## src/rtl/fifo_wr_arbiter_if.sv

```systemverilog
// ============================================================================
// Module   : fifo_wr_arbiter_if
// Brief    : Requester streams plus FIFO write port seen by fifo_wr_arbiter.
// Revision : 1.0 - initial release
// ============================================================================
`default_nettype none

interface fifo_wr_arbiter_if #(
  parameter int DATA_WIDTH = 32,
  parameter int NUM_REQ    = 4
);
  localparam int IDW = $clog2(NUM_REQ);

  logic [NUM_REQ-1:0]            req_valid;
  logic [NUM_REQ-1:0]            req_last;
  logic [NUM_REQ*DATA_WIDTH-1:0] req_data;
  logic [NUM_REQ-1:0]            req_ready;
  logic                          wr_en;
  logic [DATA_WIDTH-1:0]         wr_data;
  logic                          wr_full;
  logic [IDW-1:0]                grant_id;
  logic                          grant_active;

  // slave = arbiter side, master = requesters + FIFO side
  modport slave (
    input  req_valid, req_last, req_data, wr_full,
    output req_ready, wr_en, wr_data, grant_id, grant_active
  );

  modport master (
    output req_valid, req_last, req_data, wr_full,
    input  req_ready, wr_en, wr_data, grant_id, grant_active
  );
endinterface

`default_nettype wire

```

## src/rtl/fifo_wr_arbiter.sv

```systemverilog
// ============================================================================
// Module   : fifo_wr_arbiter
// Brief    : Round-robin burst arbiter sharing one FIFO write port among
//            NUM_REQ valid/ready/last requesters. Optional per-requester beat
//            statistics when FIFO_WR_ARBITER_STATS_EN is defined.
// Revision : 1.0 - initial release
// ============================================================================
`default_nettype none

module fifo_wr_arbiter #(
  parameter int DATA_WIDTH = 32,
  parameter int NUM_REQ    = 4,
  parameter int MAX_BURST  = 4
) (
  input  logic                       clk,
  input  logic                       rst,
  fifo_wr_arbiter_if.slave           bus
`ifdef FIFO_WR_ARBITER_STATS_EN
  ,
  input  logic [$clog2(NUM_REQ)-1:0] stat_sel,
  output logic [15:0]                stat_beats
`endif
);

  localparam int             IDW         = $clog2(NUM_REQ);
  localparam logic [IDW-1:0] LAST_IDX    = IDW'(NUM_REQ - 1);
  localparam logic [8:0]     BURST_LIMIT = 9'(MAX_BURST);

  typedef enum logic [0:0] {
    ST_IDLE  = 1'b0,
    ST_BURST = 1'b1
  } state_t;

  state_t         state_q, state_d;
  logic [7:0]     beat_cnt_q, beat_cnt_d;
  logic [IDW-1:0] rr_ptr_q, rr_ptr_d;
  logic [IDW-1:0] grant_id_q, grant_id_d;

  logic               pick_found;
  logic [IDW-1:0]     pick_idx;
  logic               bursting;
  logic               grantee_valid;
  logic               grantee_last;
  logic               accept;
  logic               end_burst;
  logic [8:0]         next_cnt;
  logic [NUM_REQ-1:0] ready_w;

  // First valid requester at or after rr_ptr; wrap is explicit so
  // non-power-of-two NUM_REQ never lands on an unused index.
  always_comb begin
    logic [IDW-1:0] cand;
    pick_found = 1'b0;
    pick_idx   = rr_ptr_q;
    cand       = rr_ptr_q;
    for (int k = 0; k < NUM_REQ; k++) begin
      if (!pick_found && bus.req_valid[cand]) begin
        pick_found = 1'b1;
        pick_idx   = cand;
      end
      cand = (cand == LAST_IDX) ? '0 : cand + 1'b1;
    end
  end

  assign bursting      = (state_q == ST_BURST) && !rst;
  assign grantee_valid = bus.req_valid[grant_id_q];
  assign grantee_last  = bus.req_last[grant_id_q];
  assign accept        = bursting && !bus.wr_full && grantee_valid;
  assign next_cnt      = {1'b0, beat_cnt_q} + 9'd1;

  always_comb begin
    ready_w = '0;
    if (bursting && !bus.wr_full) begin
      ready_w[grant_id_q] = 1'b1;
    end
  end

  assign bus.req_ready    = ready_w;
  assign bus.wr_en        = accept;
  assign bus.wr_data      = accept ? bus.req_data[grant_id_q*DATA_WIDTH +: DATA_WIDTH] : '0;
  assign bus.grant_id     = grant_id_q;
  assign bus.grant_active = (state_q == ST_BURST);

  always_comb begin
    state_d    = state_q;
    beat_cnt_d = beat_cnt_q;
    rr_ptr_d   = rr_ptr_q;
    grant_id_d = grant_id_q;
    end_burst  = 1'b0;

    case (state_q)
      ST_IDLE: begin
        if (pick_found) begin
          state_d    = ST_BURST;
          grant_id_d = pick_idx;
          beat_cnt_d = '0;
        end
      end
      ST_BURST: begin
        // A full FIFO freezes everything, including a pending yield.
        if (!bus.wr_full) begin
          if (!grantee_valid) begin
            end_burst = 1'b1;
          end else begin
            beat_cnt_d = next_cnt[7:0];
            if (grantee_last || (next_cnt == BURST_LIMIT)) begin
              end_burst = 1'b1;
            end
          end
        end
      end
      default: state_d = ST_IDLE;
    endcase

    if (end_burst) begin
      state_d    = ST_IDLE;
      beat_cnt_d = '0;
      rr_ptr_d   = (grant_id_q == LAST_IDX) ? '0 : grant_id_q + 1'b1;
    end
  end

  always_ff @(posedge clk) begin
    if (rst) begin
      state_q    <= ST_IDLE;
      beat_cnt_q <= '0;
      rr_ptr_q   <= '0;
      grant_id_q <= '0;
    end else begin
      state_q    <= state_d;
      beat_cnt_q <= beat_cnt_d;
      rr_ptr_q   <= rr_ptr_d;
      grant_id_q <= grant_id_d;
    end
  end

`ifdef FIFO_WR_ARBITER_STATS_EN
  // Slots beyond NUM_REQ exist only so stat_sel never indexes out of range.
  localparam int NSLOT = 1 << IDW;

  logic [15:0] stat_cnt_q [NSLOT];
  logic [15:0] stat_cnt_d [NSLOT];
  logic [15:0] stat_beats_q, stat_beats_d;

  always_comb begin
    for (int i = 0; i < NSLOT; i++) begin
      stat_cnt_d[i] = stat_cnt_q[i];
      if (accept && (grant_id_q == IDW'(i)) && (stat_cnt_q[i] != 16'hFFFF)) begin
        stat_cnt_d[i] = stat_cnt_q[i] + 16'd1;
      end
    end
    stat_beats_d = stat_cnt_q[stat_sel];
  end

  always_ff @(posedge clk) begin
    if (rst) begin
      for (int i = 0; i < NSLOT; i++) begin
        stat_cnt_q[i] <= '0;
      end
      stat_beats_q <= '0;
    end else begin
      for (int i = 0; i < NSLOT; i++) begin
        stat_cnt_q[i] <= stat_cnt_d[i];
      end
      stat_beats_q <= stat_beats_d;
    end
  end

  assign stat_beats = stat_beats_q;
`endif

endmodule

`default_nettype wire
```

## src/flat_wrapper.sv

```systemverilog
// flat-port wrapper written by rule: the top's interface ports become plain ports
module fifo_wr_arbiter_flat 
#(
  parameter int DATA_WIDTH = 32,
  parameter int NUM_REQ    = 4,
  parameter int MAX_BURST  = 4
)
  (clk, rst, bus_req_valid, bus_req_last, bus_req_data, bus_wr_full, bus_req_ready, bus_wr_en, bus_wr_data, bus_grant_id, bus_grant_active);
  fifo_wr_arbiter_if #(.DATA_WIDTH(DATA_WIDTH), .NUM_REQ(NUM_REQ)) bus_i ();
  input  logic clk;
  input  logic rst;
  input wire logic [$bits(bus_i.req_valid)-1:0] bus_req_valid;
  input wire logic [$bits(bus_i.req_last)-1:0] bus_req_last;
  input wire logic [$bits(bus_i.req_data)-1:0] bus_req_data;
  input wire logic [$bits(bus_i.wr_full)-1:0] bus_wr_full;
  output wire logic [$bits(bus_i.req_ready)-1:0] bus_req_ready;
  output wire logic [$bits(bus_i.wr_en)-1:0] bus_wr_en;
  output wire logic [$bits(bus_i.wr_data)-1:0] bus_wr_data;
  output wire logic [$bits(bus_i.grant_id)-1:0] bus_grant_id;
  output wire logic [$bits(bus_i.grant_active)-1:0] bus_grant_active;
  assign bus_i.req_valid = bus_req_valid;
  assign bus_i.req_last = bus_req_last;
  assign bus_i.req_data = bus_req_data;
  assign bus_i.wr_full = bus_wr_full;
  assign bus_req_ready = bus_i.req_ready;
  assign bus_wr_en = bus_i.wr_en;
  assign bus_wr_data = bus_i.wr_data;
  assign bus_grant_id = bus_i.grant_id;
  assign bus_grant_active = bus_i.grant_active;
  fifo_wr_arbiter #(.DATA_WIDTH(DATA_WIDTH), .NUM_REQ(NUM_REQ), .MAX_BURST(MAX_BURST)) u_core (.clk(clk), .rst(rst), .bus(bus_i));
endmodule
```

## config.mk

```make
export PLATFORM = sky130hd
export DESIGN_NAME = fifo_wr_arbiter_flat
export DESIGN_NICKNAME = d
export VERILOG_FILES = /design/src/rtl/fifo_wr_arbiter_if.sv /design/src/rtl/fifo_wr_arbiter.sv /design/src/flat_wrapper.sv
export SDC_FILE = /design/constraint.sdc
export NUM_CORES = 1
export LEC_CHECK = 0
export CAP_MARGIN = 25
export CORE_ASPECT_RATIO = 1.4
export CORE_MARGIN = 2
export CORE_UTILIZATION = 34
export DETAILED_ROUTE_END_ITERATION = 10
export MAX_ROUTING_LAYER = met4
export PLACE_DENSITY = 0.83
export SETUP_SLACK_MARGIN = 0.1
export SLEW_MARGIN = 20
export SYNTH_ARGS = -nofsm -noshare
export SYNTH_HDL_FRONTEND = slang
export SYNTH_SLANG_ARGS = --single-unit
```

## constraint.sdc

```tcl
create_clock -name clk -period 2.8 [get_ports clk]
set_clock_uncertainty 0.15 [all_clocks]
set_input_delay 0.42 -clock clk [delete_from_list [all_inputs] [get_ports clk]]
set_output_delay 0.42 -clock clk [all_outputs]
set_load 0.01 [all_outputs]
```

======== After elaboration in Yosys (flattened, before gate mapping) ========
Index checks and enable logic that the tools add are counted.
word-level totals
  register bits after elaboration ......... 13
  input port bits ......................... 139
  output and inout port bits .............. 40
  word-level logic and storage cells ...... 78
cells by class
  $add $sub $neg .......................... 5
  $lt $le $gt $ge ......................... 6
  equal/unequal tests ..................... 8
  shifts and indexed selects .............. 1
  mux-type cells .......................... 37
  bitwise gates (word level) .............. 1
  reduce and logical (&&, ||, !) cells .... 16
operator list
  operator               count
  $shiftx A128 B8 Y32    1
  $mux W32               1
  $mux W8                3
  $mux W1                17
  $pmux W8 S2            1
  $lt A2 B3 Y1 const B   5
  $mux W2                7
  $bmux W1 S2            6
  $add A8 B1 Y9 const B  1
  $eq A9 B3 Y1 const B   1
  $add A2 B1 Y2 const B  4
  $eq A2 B2 Y1 const B   4
  $logic_and A1 B1 Y1    7
  $logic_not A1 Y1       5
  $mux W4                1
  $ne A2 B2 Y1 const B   2
  $reduce_and A3 Y1      1
  $demux W1 S2           1
  $ge A2 B1 Y1 const B   1
  $ne A2 B1 Y1 const B   1
  $reduce_and A2 Y1      1
  $reduce_or A2 Y1       1
  $logic_or A1 B1 Y1     1
  $not A1 Y1             1

======== Logic depth before layout (Yosys ltp) ========
Gate-level depths: netlist (run 1).
  depth after elaboration ................. 14
  gate-level depth with buffers ........... 9

======== Least setup slack after synthesis (run 1) ========
OpenSTA, ideal clock, no wires.
  path type ............................... flip-flop to flip-flop
  from .................................... reg u_core.rr_ptr_q[1]
  to ...................................... reg u_core.beat_cnt_q[3]
  setup time .............................. 0.066 ns
  arrival ................................. 1.996 ns
  setup slack ............................. 0.588 ns
  cell stages (with the launch flop) ...... 9
  buffers on the path ..................... 1
  period minus slack after synthesis ...... 2.212 ns
  cell sequence ........................... dfxtp_1 ha_1 buf_2 mux2_1 o32ai_1 nand3_1 a21oi_4 o21ai_1 a21oi_2
between the ends
  word-level cells in the longest chain between the ends .. 14
RTL lines
  element                                                                 line                    source
  start: declaration                                                      fifo_wr_arbiter.sv:36   logic [IDW-1:0] rr_ptr_q, rr_ptr_d;
  start signal: assignment                                                fifo_wr_arbiter.sv:131  rr_ptr_q <= rr_ptr_d;
  parallel branches: the longest is 11 deep, another holds $add A2 B1 Y2  -
  $mux W1 *                                                               fifo_wr_arbiter.sv:57   if (!pick_found && bus.req_valid[cand]) begin
  $ne A2 B1 Y1 (no source line) *                                         -
  $reduce_and A3 Y1 (no source line) *                                    -
  end signal: assignment                                                  fifo_wr_arbiter.sv:130  beat_cnt_q <= beat_cnt_d;
  end: declaration                                                        fifo_wr_arbiter.sv:35   logic [7:0] beat_cnt_q, beat_cnt_d;
Mark *: on every way between the ends. The select of a mux whose other input is x is not followed.
A chain may end at the register's enable or synchronous reset.

======== Worst setup path in the final report (run 1) ========
  from .................................... in rst
  to ...................................... out bus_req_ready[0]
between the ends
  word-level cells in the longest chain between the ends .. 4
RTL lines
  element              line                   source
  start: declaration   flat_wrapper.sv:11     input logic rst;
  $logic_not A1 Y1     fifo_wr_arbiter.sv:65  assign bursting = (state_q == ST_BURST) && !rst;
  $logic_and A1 B1 Y1  fifo_wr_arbiter.sv:65
  $logic_and A1 B1 Y1  fifo_wr_arbiter.sv:73  if (bursting && !bus.wr_full) begin
  $mux W4              fifo_wr_arbiter.sv:73
  end: declaration     flat_wrapper.sv:16     output wire logic [$bits(bus_i.req_ready)-1:0] bus_req_ready;
Every way passes these cells.

==> flow_metrics.env, run 1 <==
export IMPL_status="finished with violations"
export IMPL_setup_worst_path_class="primary input to output pin"
export IMPL_post_layout_total_power_mw=1.15
export IMPL_mux_share_of_post_synthesis_cell_area_pct=38.6
export IMPL_required_time_of_the_critical_path_ps=2230
export IMPL_clk_latency_ps=250
export IMPL_via_per_inst=5.63
export IMPL_cts_root_buf="sky130_fd_sc_hd__clkbuf_8"
export IMPL_seqCellArea_um2=263
export IMPL_cell_with_the_biggest_individual_delay_on_the_critical_path="sky130_fd_sc_hd__clkdlybuf4s50_1"
export IMPL_tritoncts="built"
export IMPL_cts_num_sinks=13
export IMPL_synth_net_count=382
export IMPL_worst_path_most_repeated_cell="sky130_fd_sc_hd__clkdlybuf4s50_1"
export IMPL_route_antenna_remaining_nets=0
export IMPL_dieArea_um2=7240
export IMPL_failed_checks="DRC"
export IMPL_globalRouteTotalUtil_pct=26.0
export IMPL_pre_cts_slack_ps=10.8
export IMPL_max_clock_freq_ghz=0.382
export IMPL_finalNetCount=553
export IMPL_drtIter0Drc=151
export IMPL_report_final_setup_viol=0
export IMPL_maxCapViolations=0
export IMPL_grt_antenna_before_repair=0
export IMPL_rsz0062_at_grt="no"
export IMPL_detail_route_wl_per_cell_um=19.6
export IMPL_clk_path_buf_depth=2
export IMPL_critical_path_max_stage_delay_ps=540
export IMPL_setup_worst_path_start_class="primary input"
export IMPL_numCtsBuffers=3
export IMPL_worst_setup_hold_path_clk_slew_ps=60
export IMPL_fp_coreArea_um2=6300
export IMPL_setup_slack_ps=180
export IMPL_min_period_ps=2620
export IMPL_finish_instance_area_um2=4180
export IMPL_clock_tree_htree_level_count=1
export IMPL_final_setup_tns_ps=0
export IMPL_vias=2691
export IMPL_final_layout_size_suffix_gt1_share_pct=16.0
export IMPL_first_global_vias=2868
export IMPL_drtPass1Iterations=7
export IMPL_power_per_cell_area_nw_per_um2=276
export IMPL_static_leakage_power_nw=1.88
export IMPL_worst_hold_slack_ps=375
export IMPL_synth_async_sr_flop_share_pct=0
export IMPL_grt_first_pass_wirelength_um=14200
export IMPL_min_delay_path_class="register to register"
export IMPL_fin_crit_sh_pct=93.6
export IMPL_crit_path_cell_trace="clkdlybuf4s50_1, nor3_2, buf_4, and2_1, clkdlybuf4s50_1"
export IMPL_cts_repair_timing_setup_buffer_count=0
export IMPL_synthesis_area_per_instance_um2=9.46
export IMPL_synth_compound_gate_area_share_pct=12.4
export IMPL_synth_distinct_cells=53
export IMPL_worstSetupEndpointType="output pin"
export IMPL_gr_usage_met2_pct=48.7
export IMPL_grt_overflow_total=0
export IMPL_fraction_of_synthesized_cell_area_in_xor_and_xnor_cells_pct=1.18
export IMPL_wirelength_um=9390
export IMPL_die_width_um=72.5
export IMPL_seq_total_area_yosys_pct=11.7
export IMPL_pin_count_of_the_biggest_net_entering_global_routing=39
export IMPL_synth_simple_area_share_pct=24.1
export IMPL_synth_edf_count=0
export IMPL_multiInputGateArea_um2=1800
export IMPL_worst_ep_arrival_time_ps=2050
export IMPL_highest_ir_drop_seen_on_vdd_mv=0.135
export IMPL_pins_over_slew_limit=0
export IMPL_fillers=507
export IMPL_io_buffers=178
export IMPL_dieHeight_um=99.9
export IMPL_gp_congestion=0.925
export IMPL_placed_area_um2=4110
export IMPL_globalRouteMet3Util_pct=2.61
export IMPL_gr_max_usage_layer="met2"
export IMPL_synth_cell_area_um2=2230
export IMPL_synth_adder_area_share_pct=3.92
export IMPL_io_pins=179
export IMPL_cts_hold_buffers_added=0
export IMPL_drc_errors=1
export IMPL_tightestPinTransition_ps=379
export IMPL_synthFlopType="sky130_fd_sc_hd__dfxtp_1"
export IMPL_syn2layout_area_growth_pct=87.3
export IMPL_critical_path_peak_fanout=10
export IMPL_final_hold_violation_count=0
export IMPL_detailed_place_hpwl_um=7740
export IMPL_synth_top_family_by_area="multiplexers"
export IMPL_yosys_warnings=0
export IMPL_syn_instance_count=236
export IMPL_floorplan_initialDensity_pct=35.5
export IMPL_num_antenna_cells=0
export IMPL_gr_usage_met1_pct=29.7
export IMPL_slew_headroom_pct=74.6
export IMPL_floorplan_rows=34
export IMPL_yosys_register_bits=13
==> where the power goes <==
group	internal [mW]	leakage [nW]	total, mW	switching [mW]
logic	0.471	1.75	0.763	0.293
registers	0.196	0.106	0.216	0.0204
clock network	0.101	0.0228	0.175	0.0741
total	0.767	1.88	1.15	0.387
==> path summary, 6_finish.rpt <==
| path | from | end | slack [ps] | cells after the start |
|---|---|---|---|---|
| setup / recovery | rst | bus_req_ready[0] | 180 | 5 |
| setup reg to reg | u_core.rr_ptr_q[1] | u_core.beat_cnt_q[2] | 350 | 7 |
| hold / removal | u_core.beat_cnt_q[5] | u_core.beat_cnt_q[5] | 370 | 2 |
| hold reg to reg | u_core.beat_cnt_q[5] | u_core.beat_cnt_q[5] | 370 | 2 |
==> worst max-delay path: cells and delay by family <==
family,cells,cell delay [ps]
buffers and inverters,3,1200
and+or+nand+nor,2,430
==> layout make-up <==
class	instances	area share, %
timing repair buffer	192	46.6
sequential	13	6.28
inverter	9	0.808
tap	72	2.15
multi-input combinational	188	43.0
clock buffer	4	1.08
==> metal layers <==
metal	wire, um	vias up
met4	98	0
met5	0	-
met3	624	11
li1	-	1257
met1	3360	1276
met2	5310	147
==> metrics by stage <==
stage	util [%]	instances
3_5_place_dp	65.3	473
6_report	66.4	478
3_3_place_gp	65.3	473
5_1_grt	66.4	478
4_1_cts	66.0	478
2_1_floorplan	-	236
==> cell families after synthesis <==
group	after synthesis
flip-flops	13
buffers and inverters	35
AND/OR/NAND/NOR	95
XOR/XNOR	3
multiplexers	42
adder cells (fa/ha/maj)	7
AO/OA/AOI/OAI	41
==> sequential cells by signal, indices dropped and copies added (netlist names) <==
name / count
u_core.beat_cnt_q: 8
u_core.bus.grant_active: 1
u_core.bus.grant_id: 2
u_core.rr_ptr_q: 2
==> timing repair <==
action                     CTS  global route
gates cloned                 1             0
pin swaps                    0             0
setup endpoints to repair   32            14
gates resized for setup     25            10
==> layout by cell type, fill, tap and decap left out, types with 4 or more instances in the layout <==
master and instances:
sky130_fd_sc_hd__o21ai_0 4, sky130_fd_sc_hd__nand2_1 9, sky130_fd_sc_hd__dfxtp_1 11, sky130_fd_sc_hd__nor2_1 17
sky130_fd_sc_hd__and3_1 35, sky130_fd_sc_hd__mux2i_1 4, sky130_fd_sc_hd__buf_12 4, sky130_fd_sc_hd__a21oi_1 14
sky130_fd_sc_hd__inv_1 9, sky130_fd_sc_hd__dlymetal6s2s_1 8, sky130_fd_sc_hd__clkdlybuf4s50_1 145, sky130_fd_sc_hd__mux4_2 35
sky130_fd_sc_hd__nand3_1 8, sky130_fd_sc_hd__buf_4 9, sky130_fd_sc_hd__and2_1 4, sky130_fd_sc_hd__dlygate4sd2_1 25
sky130_fd_sc_hd__o21ai_1 4, sky130_fd_sc_hd__ha_1 6
==> synthesized netlist by cell type, types with 2 or more instances <==
master	instances	area (um2)
sky130_fd_sc_hd__a21oi_1	14	70.1
sky130_fd_sc_hd__a32oi_1	2	17.5
sky130_fd_sc_hd__and2_1	4	25.0
sky130_fd_sc_hd__and3_1	35	219
sky130_fd_sc_hd__buf_2	5	25.0
sky130_fd_sc_hd__buf_6	5	56.3
sky130_fd_sc_hd__clkbuf_1	13	48.8
sky130_fd_sc_hd__dfxtp_1	13	260
sky130_fd_sc_hd__ha_1	7	87.6
sky130_fd_sc_hd__inv_1	9	33.8
sky130_fd_sc_hd__mux2_2	2	22.5
sky130_fd_sc_hd__mux2i_1	4	40.0
sky130_fd_sc_hd__mux4_2	35	788
sky130_fd_sc_hd__nand2_1	9	33.8
sky130_fd_sc_hd__nand2b_1	3	18.8
sky130_fd_sc_hd__nand3_1	8	40.0
sky130_fd_sc_hd__nand4_1	2	12.5
sky130_fd_sc_hd__nor2_1	17	63.8
sky130_fd_sc_hd__nor3_1	3	15.0
sky130_fd_sc_hd__nor3_2	2	20.0
sky130_fd_sc_hd__o21ai_0	4	20.0
sky130_fd_sc_hd__o21ai_1	4	20.0
sky130_fd_sc_hd__o31a_1	2	17.5
sky130_fd_sc_hd__o32ai_1	2	17.5
sky130_fd_sc_hd__or3_1	3	18.8
sky130_fd_sc_hd__xor2_1	2	17.5
Note: power is estimated with default switching activity, not from simulation.
==> inputs of run 2 (changes only) <==
--- a/config.mk
+++ b/config.mk
@@ -5,7 +5,6 @@
 export SDC_FILE = /design/constraint.sdc
 export NUM_CORES = 1
 export LEC_CHECK = 0
-export CAP_MARGIN = 25
 export CORE_ASPECT_RATIO = 1.4
 export CORE_MARGIN = 2
 export CORE_UTILIZATION = 34
==> results of run 2 <==
Final layout, timing and power as in run 1 (identical DEF).
==> inputs of run 3 (changes only) <==
--- a/config.mk
+++ b/config.mk
@@ -6,7 +6,7 @@
 export NUM_CORES = 1
 export LEC_CHECK = 0
 export CORE_ASPECT_RATIO = 1.4
-export CORE_MARGIN = 2
+export CORE_MARGIN = 8
 export CORE_UTILIZATION = 34
 export DETAILED_ROUTE_END_ITERATION = 10
 export MAX_ROUTING_LAYER = met4
==> run 3 against run 2 <==
Final area increased by 0.12%. Utilization decreased by 1.8 points. Critical path type unchanged. Sequential share of layout area about the same. Clock power about the same. Critical endpoint is now bus_req_ready[2]. First-iteration DRC count increased by 83%. Flip-flop and latch count unchanged. The run now ends clean. Via count increased by 3.6%. Register-to-register slack got worse by 60 ps.
==> flow_metrics.env, run 3 (synthesis gave the netlist of run 1 again) <==
export IMPL_dieHeight_um=112
export IMPL_power_per_cell_area_nw_per_um2=273
export IMPL_die_width_um=84.5
export IMPL_place_detailed_instances=481
export IMPL_io_pins=179
export IMPL_highest_ir_drop_seen_on_vdd_mv=0.146
export IMPL_r2r_slack_ps=290
export IMPL_min_period_ps=2630
export IMPL_cts_root_buf="sky130_fd_sc_hd__clkbuf_8"
export IMPL_pins_over_slew_limit=0
export IMPL_largest_register_ffs=8
export IMPL_finish_instance_area_um2=4190
export IMPL_drtIter0Drc=277
export IMPL_num_antenna_cells=0
export IMPL_report_final_setup_viol=0
export IMPL_first_global_vias=2973
export IMPL_final_layout_size_suffix_gt1_share_pct=16.8
export IMPL_most_common_cell_after_layout_fill_and_taps_aside="sky130_fd_sc_hd__clkdlybuf4s50_1"
export IMPL_min_delay_path_class="register to register"
export IMPL_setup_worst_path_class="primary input to output pin"
export IMPL_registers_top_by_ff_count="u_core.beat_cnt_q"
export IMPL_rsz0062_at_grt="no"
export IMPL_drc_errors=0
export IMPL_vias=2789
export IMPL_maxCapViolations=0
export IMPL_crit_path_cell_trace="clkdlybuf4s50_1, nor3_4, buf_12, and2_1, clkdlybuf4s50_1"
export IMPL_io_buffers=178
export IMPL_via_per_inst=5.75
export IMPL_critical_path_max_stage_delay_ps=560
export IMPL_worstSetupEndpointType="output pin"
export IMPL_drtPass1Iterations=6
export IMPL_placed_area_um2=4170
export IMPL_critical_path_peak_fanout=33
export IMPL_final_setup_tns_ps=0
export IMPL_finalNetCount=558
export IMPL_worst_setup_hold_path_clk_slew_ps=60
export IMPL_cell_with_the_biggest_individual_delay_on_the_critical_path="sky130_fd_sc_hd__clkdlybuf4s50_1"
export IMPL_gp_congestion=0.935
export IMPL_tightestPinTransition_ps=505
export IMPL_clk_latency_ps=250
export IMPL_slew_headroom_pct=66.3
export IMPL_tritoncts="built"
export IMPL_setup_worst_path_start_class="primary input"
export IMPL_postLayoutCoreUtil_pct=64.6
export IMPL_cts_hold_buffers_added=0
export IMPL_pin_count_of_the_biggest_net_entering_global_routing=39
export IMPL_grt_first_pass_wirelength_um=16200
export IMPL_static_leakage_power_nw=1.80
export IMPL_globalRouteTotalUtil_pct=22.2
export IMPL_pre_cts_slack_ps=-10.5
export IMPL_floorplan_rows=35
export IMPL_syn2layout_area_growth_pct=87.6
export IMPL_critical_path_top_delay_family="buffers and inverters"
export IMPL_grt_overflow_total=0
export IMPL_fin_crit_sh_pct=93.9
export IMPL_fp_coreArea_um2=6480
export IMPL_final_hold_violation_count=0
export IMPL_max_clock_freq_ghz=0.380
export IMPL_required_time_of_the_critical_path_ps=2230
export IMPL_cp_num_buf_inv=3
export IMPL_floorplan_initialDensity_pct=34.4
export IMPL_post_layout_total_power_mw=1.14
export IMPL_finish_cell_count_without_fillers=485
export IMPL_dieArea_um2=9450
export IMPL_fillers=550
export IMPL_route_antenna_remaining_nets=0
export IMPL_setup_slack_ps=170
export IMPL_grt_antenna_before_repair=0
export IMPL_wirelength_um=10400
export IMPL_detail_route_wl_per_cell_um=21.5
export IMPL_worst_path_most_repeated_cell="sky130_fd_sc_hd__clkdlybuf4s50_1"
export IMPL_numCtsBuffers=3
export IMPL_clock_tree_htree_level_count=1
export IMPL_worst_ep_arrival_time_ps=2060
export IMPL_detailed_place_hpwl_um=8970
export IMPL_cts_num_sinks=13
export IMPL_most_used_cells_in_the_layout_excluding_fill_and_tap_cells="sky130_fd_sc_hd__clkdlybuf4s50_1, sky130_fd_sc_hd__mux4_2, sky130_fd_sc_hd__and3_1"
export IMPL_status="complete, no violations"
export IMPL_clk_path_buf_depth=2
export IMPL_worst_hold_slack_ps=382
run 3: final timing paths:
| path | start | end | cells after the start |
|---|---|---|---|
| worst max-delay path | rst | bus_req_ready[2] | 5 |
| worst min-delay path | u_core.beat_cnt_q[5] | u_core.beat_cnt_q[5] | 2 |
| worst min register to register | u_core.beat_cnt_q[5] | u_core.beat_cnt_q[5] | 2 |
| worst max register to register | u_core.rr_ptr_q[1] | u_core.beat_cnt_q[3] | 7 |
run 3: worst reg2reg max path: cells and delay by family (launching register included):
family          cells  cell delay, ps
simple gates        1             240
compound gates      4             910
flops               1             350
mux                 1             340
fa+ha+maj           1             450
run 3: final cells by class:
class                           count  area (um2)  area share (%)
Tap cell                           74        92.6            2.21
Multi-Input combinational cell    188        1810            43.1
Timing Repair Buffer              197        1950            46.5
Sequential cell                    13         264            6.31
Clock buffer                        4        45.0            1.08
Inverter                            9        33.8           0.807
run 3: layer usage:
layer / GRT usage (%) / share of wire, %
met3: 4.27 / 6.8
met5: - / 0
met2: 39.7 / 53
met1: 25.8 / 40
met4: 1.79 / 0.26
run 3: where the power goes:
part           switching [mW]  internal, mW
Clock                  0.0720         0.101
Sequential             0.0184         0.196
Combinational           0.287         0.469
run 3: timing repair:
| action | in CTS | in global routing |
|---|---|---|
| gates resized for setup | 34 | 2 |
| buffers inserted | 0 | 0 |
| endpoints found under the setup margin | 33 | 3 |
